<file path="src/rtl/memio_pkg.sv">
// memio_pkg: shared types and constants for the Minisys data-access sequencer
package memio_pkg;
    typedef enum logic [2:0] {IDLE, RAM_ACC, IO_REQ, IO_WAIT, DONE} state_t;
    typedef enum logic [1:0] {MEM_RD, MEM_WR, IO_RD, IO_WR} kind_t;
    localparam logic [21:0] IO_BASE_HI = 22'h3FFFFF;
    localparam logic [31:0] DEF_TO_DATA = 32'hFFFF_FFFF;
    function automatic kind_t pick_kind(input logic mr, input logic mw, input logic ir, input logic iw);
        return iw ? IO_WR : ir ? IO_RD : mw ? MEM_WR : MEM_RD;
    endfunction
endpackage

</file>
<file path="src/rtl/memio_if.sv">
// memio_if: CPU request, RAM and I/O port signals of the data-access sequencer
interface memio_if;
    logic        mem_read, mem_write, io_read, io_write;
    logic [31:0] addr, wdata, ram_rdata, io_rdata;
    logic        io_ack, err_clr;
    logic        stall;
    logic [31:0] rdata;
    logic        ram_en, ram_we;
    logic [13:0] ram_addr;
    logic [31:0] ram_wdata;
    logic        io_rd_stb, io_wr_stb;
    logic [9:0]  io_addr;
    logic [31:0] io_wdata;
    logic        timeout_err, proto_err;
    modport master (
        output mem_read, mem_write, io_read, io_write, addr, wdata, ram_rdata, io_rdata, io_ack, err_clr,
        input  stall, rdata, ram_en, ram_we, ram_addr, ram_wdata, io_rd_stb, io_wr_stb, io_addr, io_wdata,
               timeout_err, proto_err
    );
    modport slave (
        input  mem_read, mem_write, io_read, io_write, addr, wdata, ram_rdata, io_rdata, io_ack, err_clr,
        output stall, rdata, ram_en, ram_we, ram_addr, ram_wdata, io_rd_stb, io_wr_stb, io_addr, io_wdata,
               timeout_err, proto_err
    );
endinterface

</file>
<file path="src/rtl/memio_wait_cnt.sv">
// memio_wait_cnt: 8-bit clear/enable wait counter with terminal-count compare
module memio_wait_cnt (
    input  logic       clock,
    input  logic       reset,
    input  logic       clr,
    input  logic       en,
    input  logic [7:0] term,
    output logic [7:0] cnt,
    output logic       tc
);
    always_ff @(posedge clock)
        if (reset || clr) cnt <= '0;
        else if (en) cnt <= cnt + 8'd1;
    assign tc = cnt == term;
endmodule

</file>
<file path="src/rtl/memio_seq.sv">
// memio_seq: multi-cycle sequencer for data RAM and memory-mapped I/O accesses,
// stalling the CPU until the access completes, aborts on I/O timeout.
module memio_seq
    import memio_pkg::*;
#(
    parameter int          RAM_LAT    = 1,
    parameter int          IO_TIMEOUT = 255,
    parameter logic [31:0] TO_DATA    = DEF_TO_DATA
) (
    input logic    clock,
    input logic    reset,
    memio_if.slave bus
);
    state_t      state, state_n;
    kind_t       kind, kind_in;
    logic        req, multi, tc, ack, to_set, waiting;
    logic [7:0]  cnt, term;
    logic [31:0] rdata_q, wdata_q;
    logic [13:0] ram_addr_q;
    logic [9:0]  io_addr_q;
    logic        timeout_q, proto_q, ram_en, ram_we, rd_stb, wr_stb;
    assign req     = bus.mem_read | bus.mem_write | bus.io_read | bus.io_write;
    assign multi   = $countones({bus.mem_read, bus.mem_write, bus.io_read, bus.io_write}) > 1;
    assign kind_in = pick_kind(bus.mem_read, bus.mem_write, bus.io_read, bus.io_write);
    assign ack     = bus.io_ack;
    assign waiting = state == RAM_ACC || state == IO_WAIT;
    assign term    = state == RAM_ACC ? 8'(RAM_LAT - 1) : 8'(IO_TIMEOUT - 1);
    assign to_set  = state == IO_WAIT && tc && !ack;
    memio_wait_cnt u_cnt (
        .clock(clock), .reset(reset), .clr(!waiting), .en(waiting), .term(term), .cnt(cnt), .tc(tc)
    );
    always_comb begin
        state_n = state;
        ram_en  = 1'b0;
        ram_we  = 1'b0;
        rd_stb  = 1'b0;
        wr_stb  = 1'b0;
        unique case (state)
            IDLE:    state_n = !req ? IDLE : (kind_in == IO_RD || kind_in == IO_WR) ? IO_REQ : RAM_ACC;
            RAM_ACC: begin
                ram_en  = cnt == 8'd0;
                ram_we  = cnt == 8'd0 && kind == MEM_WR;
                state_n = tc ? DONE : RAM_ACC;
            end
            IO_REQ:  begin
                rd_stb  = kind == IO_RD;
                wr_stb  = kind == IO_WR;
                state_n = ack ? DONE : IO_WAIT;
            end
            IO_WAIT: state_n = (ack || tc) ? DONE : IO_WAIT;
            DONE:    state_n = IDLE;
            default: state_n = IDLE;
        endcase
    end
    always_ff @(posedge clock)
        if (reset) begin
            state      <= IDLE;
            kind       <= MEM_RD;
            rdata_q    <= '0;
            wdata_q    <= '0;
            ram_addr_q <= '0;
            io_addr_q  <= '0;
            timeout_q  <= 1'b0;
            proto_q    <= 1'b0;
        end else begin
            state <= state_n;
            if (state == IDLE && req) begin
                kind       <= kind_in;
                ram_addr_q <= bus.addr[15:2];
                io_addr_q  <= bus.addr[9:0];
                wdata_q    <= bus.wdata;
            end
            if (state == RAM_ACC && tc && kind == MEM_RD) rdata_q <= bus.ram_rdata;
            if ((state == IO_REQ || state == IO_WAIT) && kind == IO_RD)
                rdata_q <= ack ? bus.io_rdata : to_set ? TO_DATA : rdata_q;
            // a new error event in the same cycle as err_clr must survive
            timeout_q <= to_set | (timeout_q & ~bus.err_clr);
            proto_q   <= (state == IDLE && multi) | (proto_q & ~bus.err_clr);
        end
    assign bus.stall       = (state == IDLE && req) || state == RAM_ACC || state == IO_REQ || state == IO_WAIT;
    assign bus.rdata       = rdata_q;
    assign bus.ram_en      = ram_en;
    assign bus.ram_we      = ram_we;
    assign bus.ram_addr    = ram_addr_q;
    assign bus.ram_wdata   = wdata_q;
    assign bus.io_rd_stb   = rd_stb;
    assign bus.io_wr_stb   = wr_stb;
    assign bus.io_addr     = io_addr_q;
    assign bus.io_wdata    = wdata_q;
    assign bus.timeout_err = timeout_q;
    assign bus.proto_err   = proto_q;
endmodule

</file>
<file path="src/flat_wrapper.sv">
// flat-port wrapper written by rule: the top's interface ports become plain ports
module memio_seq_flat import memio_pkg::*;
#(
    parameter int          RAM_LAT    = 1,
    parameter int          IO_TIMEOUT = 255,
    parameter logic [31:0] TO_DATA    = DEF_TO_DATA
)
  (clock, reset, bus_mem_read, bus_mem_write, bus_io_read, bus_io_write, bus_addr, bus_wdata, bus_ram_rdata, bus_io_rdata, bus_io_ack, bus_err_clr, bus_stall, bus_rdata, bus_ram_en, bus_ram_we, bus_ram_addr, bus_ram_wdata, bus_io_rd_stb, bus_io_wr_stb, bus_io_addr, bus_io_wdata, bus_timeout_err, bus_proto_err);
  memio_if bus_i ();
  input logic clock;
  input logic reset;
  input wire logic [$bits(bus_i.mem_read)-1:0] bus_mem_read;
  input wire logic [$bits(bus_i.mem_write)-1:0] bus_mem_write;
  input wire logic [$bits(bus_i.io_read)-1:0] bus_io_read;
  input wire logic [$bits(bus_i.io_write)-1:0] bus_io_write;
  input wire logic [$bits(bus_i.addr)-1:0] bus_addr;
  input wire logic [$bits(bus_i.wdata)-1:0] bus_wdata;
  input wire logic [$bits(bus_i.ram_rdata)-1:0] bus_ram_rdata;
  input wire logic [$bits(bus_i.io_rdata)-1:0] bus_io_rdata;
  input wire logic [$bits(bus_i.io_ack)-1:0] bus_io_ack;
  input wire logic [$bits(bus_i.err_clr)-1:0] bus_err_clr;
  output wire logic [$bits(bus_i.stall)-1:0] bus_stall;
  output wire logic [$bits(bus_i.rdata)-1:0] bus_rdata;
  output wire logic [$bits(bus_i.ram_en)-1:0] bus_ram_en;
  output wire logic [$bits(bus_i.ram_we)-1:0] bus_ram_we;
  output wire logic [$bits(bus_i.ram_addr)-1:0] bus_ram_addr;
  output wire logic [$bits(bus_i.ram_wdata)-1:0] bus_ram_wdata;
  output wire logic [$bits(bus_i.io_rd_stb)-1:0] bus_io_rd_stb;
  output wire logic [$bits(bus_i.io_wr_stb)-1:0] bus_io_wr_stb;
  output wire logic [$bits(bus_i.io_addr)-1:0] bus_io_addr;
  output wire logic [$bits(bus_i.io_wdata)-1:0] bus_io_wdata;
  output wire logic [$bits(bus_i.timeout_err)-1:0] bus_timeout_err;
  output wire logic [$bits(bus_i.proto_err)-1:0] bus_proto_err;
  assign bus_i.mem_read = bus_mem_read;
  assign bus_i.mem_write = bus_mem_write;
  assign bus_i.io_read = bus_io_read;
  assign bus_i.io_write = bus_io_write;
  assign bus_i.addr = bus_addr;
  assign bus_i.wdata = bus_wdata;
  assign bus_i.ram_rdata = bus_ram_rdata;
  assign bus_i.io_rdata = bus_io_rdata;
  assign bus_i.io_ack = bus_io_ack;
  assign bus_i.err_clr = bus_err_clr;
  assign bus_stall = bus_i.stall;
  assign bus_rdata = bus_i.rdata;
  assign bus_ram_en = bus_i.ram_en;
  assign bus_ram_we = bus_i.ram_we;
  assign bus_ram_addr = bus_i.ram_addr;
  assign bus_ram_wdata = bus_i.ram_wdata;
  assign bus_io_rd_stb = bus_i.io_rd_stb;
  assign bus_io_wr_stb = bus_i.io_wr_stb;
  assign bus_io_addr = bus_i.io_addr;
  assign bus_io_wdata = bus_i.io_wdata;
  assign bus_timeout_err = bus_i.timeout_err;
  assign bus_proto_err = bus_i.proto_err;
  memio_seq #(.RAM_LAT(RAM_LAT), .IO_TIMEOUT(IO_TIMEOUT), .TO_DATA(TO_DATA)) u_core (.clock(clock), .reset(reset), .bus(bus_i));
endmodule
</file>
<file path="config.mk">
export PLATFORM = sky130hd
export DESIGN_NAME = memio_seq_flat
export DESIGN_NICKNAME = d
export VERILOG_FILES = /design/src/rtl/memio_pkg.sv /design/src/rtl/memio_if.sv /design/src/rtl/memio_wait_cnt.sv /design/src/rtl/memio_seq.sv /design/src/flat_wrapper.sv
export SDC_FILE = /design/constraint.sdc
export NUM_CORES = 1
export LEC_CHECK = 0
export ABC_AREA = 1
export CAP_MARGIN = 10
export CELL_PAD_IN_SITES_DETAIL_PLACEMENT = 0
export CELL_PAD_IN_SITES_GLOBAL_PLACEMENT = 1
export CORE_MARGIN = 1.5
export CORE_UTILIZATION = 23
export CTS_CLUSTER_DIAMETER = 30
export CTS_CLUSTER_SIZE = 25
export DETAILED_ROUTE_END_ITERATION = 6
export PLACE_DENSITY = 0.74
export SLEW_MARGIN = 20
export SYNTH_ARGS = -nofsm -noshare
export SYNTH_HDL_FRONTEND = slang
export SYNTH_SLANG_ARGS = --single-unit
</file>
<file path="constraint.sdc">
create_clock -name clock -period 1.55 [get_ports clock]
set_input_delay 0.31 -clock clock [delete_from_list [all_inputs] [get_ports clock]]
set_output_delay 0.31 -clock clock [all_outputs]
set_load 0.005 [all_outputs]
</file>
Yosys cells after proc, flatten, opt, wreduce, memory -nomap -nowiden
Index checks and enable logic that the tools add are counted.
W data, S select, Z words.
{"block": "totals", "reg_bits": 103, "inputBits": 136, "output_inout_bits": 127}
{"block": "op_classes", "n_addsub": 4, "n_lt_le_gt_ge": 1, "n_eq_ne": 10, "n_mux": 18, "n_bitwise": 8, "n_reduce_logical": 23}
{"operator": "$mux W32", "n": 4}
{"operator": "$add A32 B32 Y32", "n": 1}
{"operator": "$gt A32 B2 Y1 const B", "n": 1}
{"operator": "$mux W3", "n": 4}
{"operator": "$pmux W3 S4", "n": 1}
{"operator": "$add A8 B1 Y8 const B", "n": 1}
{"operator": "$eq A2 B2 Y1 const B", "n": 4}
{"operator": "$eq A8 B8 Y1", "n": 1}
{"operator": "$logic_and A1 B1 Y1", "n": 8}
{"operator": "$logic_not A8 Y1", "n": 1}
{"operator": "$logic_or A1 B1 Y1", "n": 8}
{"operator": "$mux W8", "n": 1}
{"operator": "$eq A3 B2 Y1 const B", "n": 2}
{"operator": "$mux W2", "n": 3}
{"operator": "$mux W1", "n": 5}
{"operator": "$or A1 B1 Y1", "n": 5}
{"operator": "$add A1 B1 Y2", "n": 2}
{"operator": "$eq A3 B1 Y1 const B", "n": 1}
{"operator": "$logic_not A3 Y1", "n": 1}
{"operator": "$ne A3 B2 Y1 const B", "n": 1}
{"operator": "$and A1 B1 Y1", "n": 2}
{"operator": "$eq A2 B1 Y1 const B", "n": 1}
{"operator": "$logic_not A1 Y1", "n": 2}
{"operator": "$logic_not A2 Y1", "n": 1}
{"operator": "3 further kinds", "n": 3}

Depth between registers and ports, before layout
{"block": "depth", "depth_word": 8, "ltp_mapped": 12, "depth_no_buf": 11}

Cells and area by module
Synthesis repeated with hierarchy kept, for this count alone.
{"block": "hier_totals", "cells_unflattened": 764, "area_unflattened_um2": 5303.8}
{"mod": "memio_seq", "instances": 1, "cells_each": 672, "area_per_inst_um2": 4783.3, "seq_area_each_um2": 1741.7}
{"mod": "memio_wait_cnt", "instances": 1, "cells_each": 92, "area_per_inst_um2": 520.5, "seq_area_each_um2": 160.2}

Worst setup path after synthesis
No wires, ideal clock.
{"block": "synth_timing", "path_kind": "register to register", "startpoint": "reg u_core.u_cnt.cnt[2]", "endpoint": "reg u_core.rdata_q[10], in the netlist u_core.bus.rdata[10]", "arrival_ns": 1.429, "required_ns": 1.486, "setup_slack_ns": 0.057, "path_stages_with_launch": 9, "path_buffers": 2, "synth_period_minus_slack_ns": 1.493, "path_cell_list": "dfxtp_1 -> or2_1 -> nor2_2 -> nand4_2 -> o21ai_2 -> buf_6 -> buf_8 -> a21oi_2 -> nor2_1"}
{"block": "synth_between", "elab_chain_cells": 5, "word_cells_on_any_way": 8}
{"element": "start, declared", "line": "memio_wait_cnt.sv:8", "source": "output logic [7:0] cnt,"}
{"element": "start signal, assigned", "line": "memio_wait_cnt.sv:13", "source": "else if (en) cnt <= cnt + 8'd1;"}
{"element": "$eq A8 B8 Y1 *", "line": "memio_wait_cnt.sv:14", "source": "assign tc = cnt == term;"}
{"element": "$logic_and A1 B1 Y1 (on tied branches) (2 in a row)", "line": "memio_seq.sv:28, memio_seq.sv:73"}
{"element": "$ne A3 B2 Y1 (no line) or $reduce_bool A2 Y1 (tied branches)"}
{"element": "$reduce_and A2 Y1 (no line) *"}
{"element": "end signal, assigned", "line": "memio_seq.sv:73", "source": "if (state == RAM_ACC && tc && kind == MEM_RD) rdata_q <= bus.ram_rdata;"}
{"element": "end signal, assigned", "line": "memio_seq.sv:75", "source": "rdata_q <= ack ? bus.io_rdata : to_set ? TO_DATA : rdata_q;"}
{"element": "end, declared", "line": "memio_seq.sv:18", "source": "logic [31:0] rdata_q, wdata_q;"}
Mark *: on every way between the ends. The rest lies on a longest branch, timed or not.
A chain may end at the register's enable or synchronous reset.

Final worst setup path
{"block": "layout_timing", "startpoint": "reg u_core.u_cnt.cnt[2]", "endpoint": "reg u_core.rdata_q[12], in the netlist u_core.bus.rdata[12]"}
Same word-level chain as after synthesis.

==> summary.md <==
| Metric | Value |
|---|---|
| Status | `finished, violations left` |
| Failing checks | `negative setup slack` |
| Static leakage | `0.00414 µW` |
| Clk root buf | `clkbuf_16` |
| Via count | `4836` |
| Reg clk slew, reported paths | `0.08 ns` |
| Cell chain of the critical path | `or2_4 -> nor2_4 -> buf_6 -> nand4_4 -> o21ai_4 -> buf_6 -> buf_12 -> buf_8 -> buf_6 -> a21oi_2 -> nor2_1` |
| I/O Pins | `263` |
| Number of global-route vias before repair | `4412` |
| CTS tree | `done` |
| First-pass GRT wire length | `23500 µm` |
| Critical Path Source Type | `flop` |
| Most frequent cells in the layout | `clkdlybuf4s50_1 (171), nor2_1 (147), nand2_1 (53)` |
| Ant diodes | `0` |
| Hold_sp | `u_core.bus.rdata[3]$_SDFFE_PP0P_` |
| Final period util | `115%` |
| Top post-synthesis cells by area | `dfxtp_1 (43%), nor2_1 (13%), buf_4 (6.7%)` |
| Total CTS buffers | `9` |
| Die height | `142 µm` |
| Mapped Avg Cell Area | `7.46 µm²` |
| Critical Path Fanout Max | `5` |
| Initial core utilization | `23.7%` |
| Placer Congestion | `0.769` |
| Worst hold path depth | `2` |
| #FFs+latches synth | `95` |
| Hold Buf Count CTS | `0` |
| Routed wire length | `17500 µm` |
| Data arrival, critical path | `2.06 ns` |
| Pwr per Cell Area | `1140 nW/µm²` |
| Max-slew headroom | `75.9%` |
| Pin count of the biggest net entering global routing | `52` |
| R2r setup slk | `-0.23 ns` |
| Num Clock Sinks | `95` |
| Mapped cell area | `4470 µm²` |
| Worst setup EP type | `flop` |
| Total track usage | `15.1%` |
| Core area | `18900 µm²` |
| Most common cell after layout, fill and taps aside | `clkdlybuf4s50_1` |
| Row count | `50` |
| Overflow after GRT | `0` |
| WL/cell | `15.5 µm` |
| Capturing point of the worst reg2reg path | `u_core.bus.rdata[12]$_SDFFE_PP0P_` |
| Worst Hold Path EP | `u_core.bus.rdata[3]$_SDFFE_PP0P_` |
| WS Path Type | `reg2reg` |
| Fin. max-slew vios | `0` |
| Synth Net Count | `742` |
| Die area | `20300 µm²` |
| Crit path top cell by count | `buf_6` |
| Mapped Cells | `599` |
| Worst-case clock buffer depth | `2` |
| Slew @ Worst Pin | `0.361 ns` |
| Yosys top cell area share | `42.6%` |
| Worst r2r src | `u_core.u_cnt.cnt[2]$_SDFFE_PP0N_` |
| Max incr delay on CP | `0.32 ns` |
| Hold WC Path Type | `reg2reg` |
| Setup WS post-layout | `-0.230 ns` |
| Max Cap Viol | `0` |
| Period minus WS final | `1.78 ns` |
| Final #Nets | `1009` |
| DR pass1 iterations | `4` |
| Worst r2r path cells | `11` |
| Hpwl dp | `11000 µm` |
| Worst IR Drop VDD | `0.613 mV` |
| CP max stage cell | `dfxtp_2` |
| Vias per cell | `4.28` |
| Clk_lat worst skew | `0.35 ns` |
| Initial antenna violation count | `0` |
| Skew final | `0.0106 ns` |
| Netlist cell types | `30` |
| Port Buffers | `246` |
| ANT nets after route | `0` |
| Unrepaired setup endpoints after global routing | `yes` |
| Setup Viol. Count Final | `35` |
| Drt drc | `0` |
| P&R area growth vs syn | `92.0%` |
| Die W | `142 µm` |
| Htree depth | `3` |
| Final Util | `45.4%` |
| Yosys Warn Count | `0` |
| Dominant cell type by area after synthesis | `dfxtp_1` |
| Req. time, crit path | `1.83 ns` |
| Total power draw | `9800 µW` |
| Fmax | `562 MHz` |
| Sequential fraction of the synthesis area | `42.6%` |
| Endpoints failing hold | `0` |
| Starting DRT DRC Count | `166` |
| Layout cells sized above 1 | `26.9%` |
==> power by group <==
part | switching, µW | leakage, µW | internal, µW
logic | 1740 | 0.00319 | 2430
clock network | 1100 | 0.000153 | 1290
registers | 317 | 0.000798 | 2930
==> Yosys cell counts <==
cell,instances
nor4_1,2
a21oi_1,15
fa_1,1
buf_4,40
nand2_2,2
clkinv_1,2
a211oi_1,1
o21ai_0,54
o22ai_1,24
a21oi_2,20
buf_6,5
ha_1,6
or2_1,1
nor2_2,2
o21ai_2,1
nand3_1,30
buf_8,2
nand4_2,1
o22a_1,8
or2_2,1
nand3_2,2
xor2_1,2
inv_1,34
nor2_1,155
a31oi_1,1
nand2_1,61
clkbuf_1,25
dfxtp_1,95
buf_2,4
nand4_1,2
==> stage by stage <==
step	hold slack [ns]	cells	TNS, ns	instance area, µm²	setup slack, ns
floorplan	0.430	599	0	4470	0.0572
global placement	0.463	1081	-38.76	7230	-0.573
detailed placement	0.475	1081	-42.19	7230	-0.649
CTS	0.476	1118	-8.70	7990	-0.336
global route	0.503	1131	-9.72	8580	-0.322
finish	0.473	1131	-5.78	8580	-0.230
==> area by class of cell <==
class / count / area (µm²)
Multi-Input combinational cell: 392 / 2200
Clock inverter: 7 / 85.1
Fill cell: 1865 / 10300
Timing Repair Buffer: 332 / 3630
Tap cell: 260 / 325
Sequential cell: 95 / 1970
Clock buffer: 9 / 225
Inverter: 36 / 150
==> critical path: cells and delay by family, from the launching register on <==
kind / cells / cell delay (ns)
buf+inv: 5 / 0.57
simple gates: 4 / 0.56
flops: 1 / 0.32
compound gates: 2 / 0.25
==> how the worst max path moves through the flow <==
stage / startpoint / endpoint / slack [ns]
after floorplan: u_core.u_cnt.cnt[2]$_SDFFE_PP0N_ / u_core.bus.rdata[10]$_SDFFE_PP0P_ / 0.06
after global placement: bus_mem_write / u_core.bus.io_wdata[4]$_SDFFE_PP0P_ / -0.57
after detailed placement: bus_mem_write / u_core.bus.io_wdata[4]$_SDFFE_PP0P_ / -0.65
after CTS: u_core.u_cnt.cnt[3]$_SDFFE_PP0N_ / u_core.bus.rdata[30]$_SDFFE_PP0P_ / -0.34
after global routing: u_core.u_cnt.cnt[2]$_SDFFE_PP0N_ / u_core.bus.rdata[12]$_SDFFE_PP0P_ / -0.32
final: u_core.u_cnt.cnt[2]$_SDFFE_PP0N_ / u_core.bus.rdata[12]$_SDFFE_PP0P_ / -0.23
==> registers in the layout, indices dropped and copies added (netlist names) <==
signal / count
u_core.bus.io_wdata: 32
u_core.bus.rdata: 32
u_core.bus.io_addr: 9
u_core.u_cnt.cnt: 8
u_core.bus.ram_addr: 7
u_core.state: 3
u_core.kind: 2
u_core.bus.proto_err: 1
u_core.bus.timeout_err: 1
==> what timing repair did <==
item,in CTS,in global routing
gates resized for setup,130,116
buffers inserted,21,7
cloned,6,9
pin swaps,20,34
endpoints found under the setup margin,162,154
==> routing by layer <==
metal	vias to the layer above	track usage, %	routed length [µm]
met5	-	0	0
met4	0	4.40	218
met3	14	4.91	1520
met2	189	25.5	8180
met1	2180	18.2	7570
li1	2453	-	-
==> cell families (layout without fill, tap and decap cells) <==
| family | after synthesis | after routing | synth area share [%] |
|---|---|---|---|
| simple gates | 259 | 259 | 23.6 |
| xor+xnor | 2 | 2 | 0.392 |
| fa+ha+maj | 7 | 7 | 2.13 |
| buf+inv | 112 | 384 | 14.2 |
| flops | 95 | 95 | 42.6 |
| compound gates | 124 | 124 | 17.1 |
No activity file was read; power rests on OpenSTA's default activity.
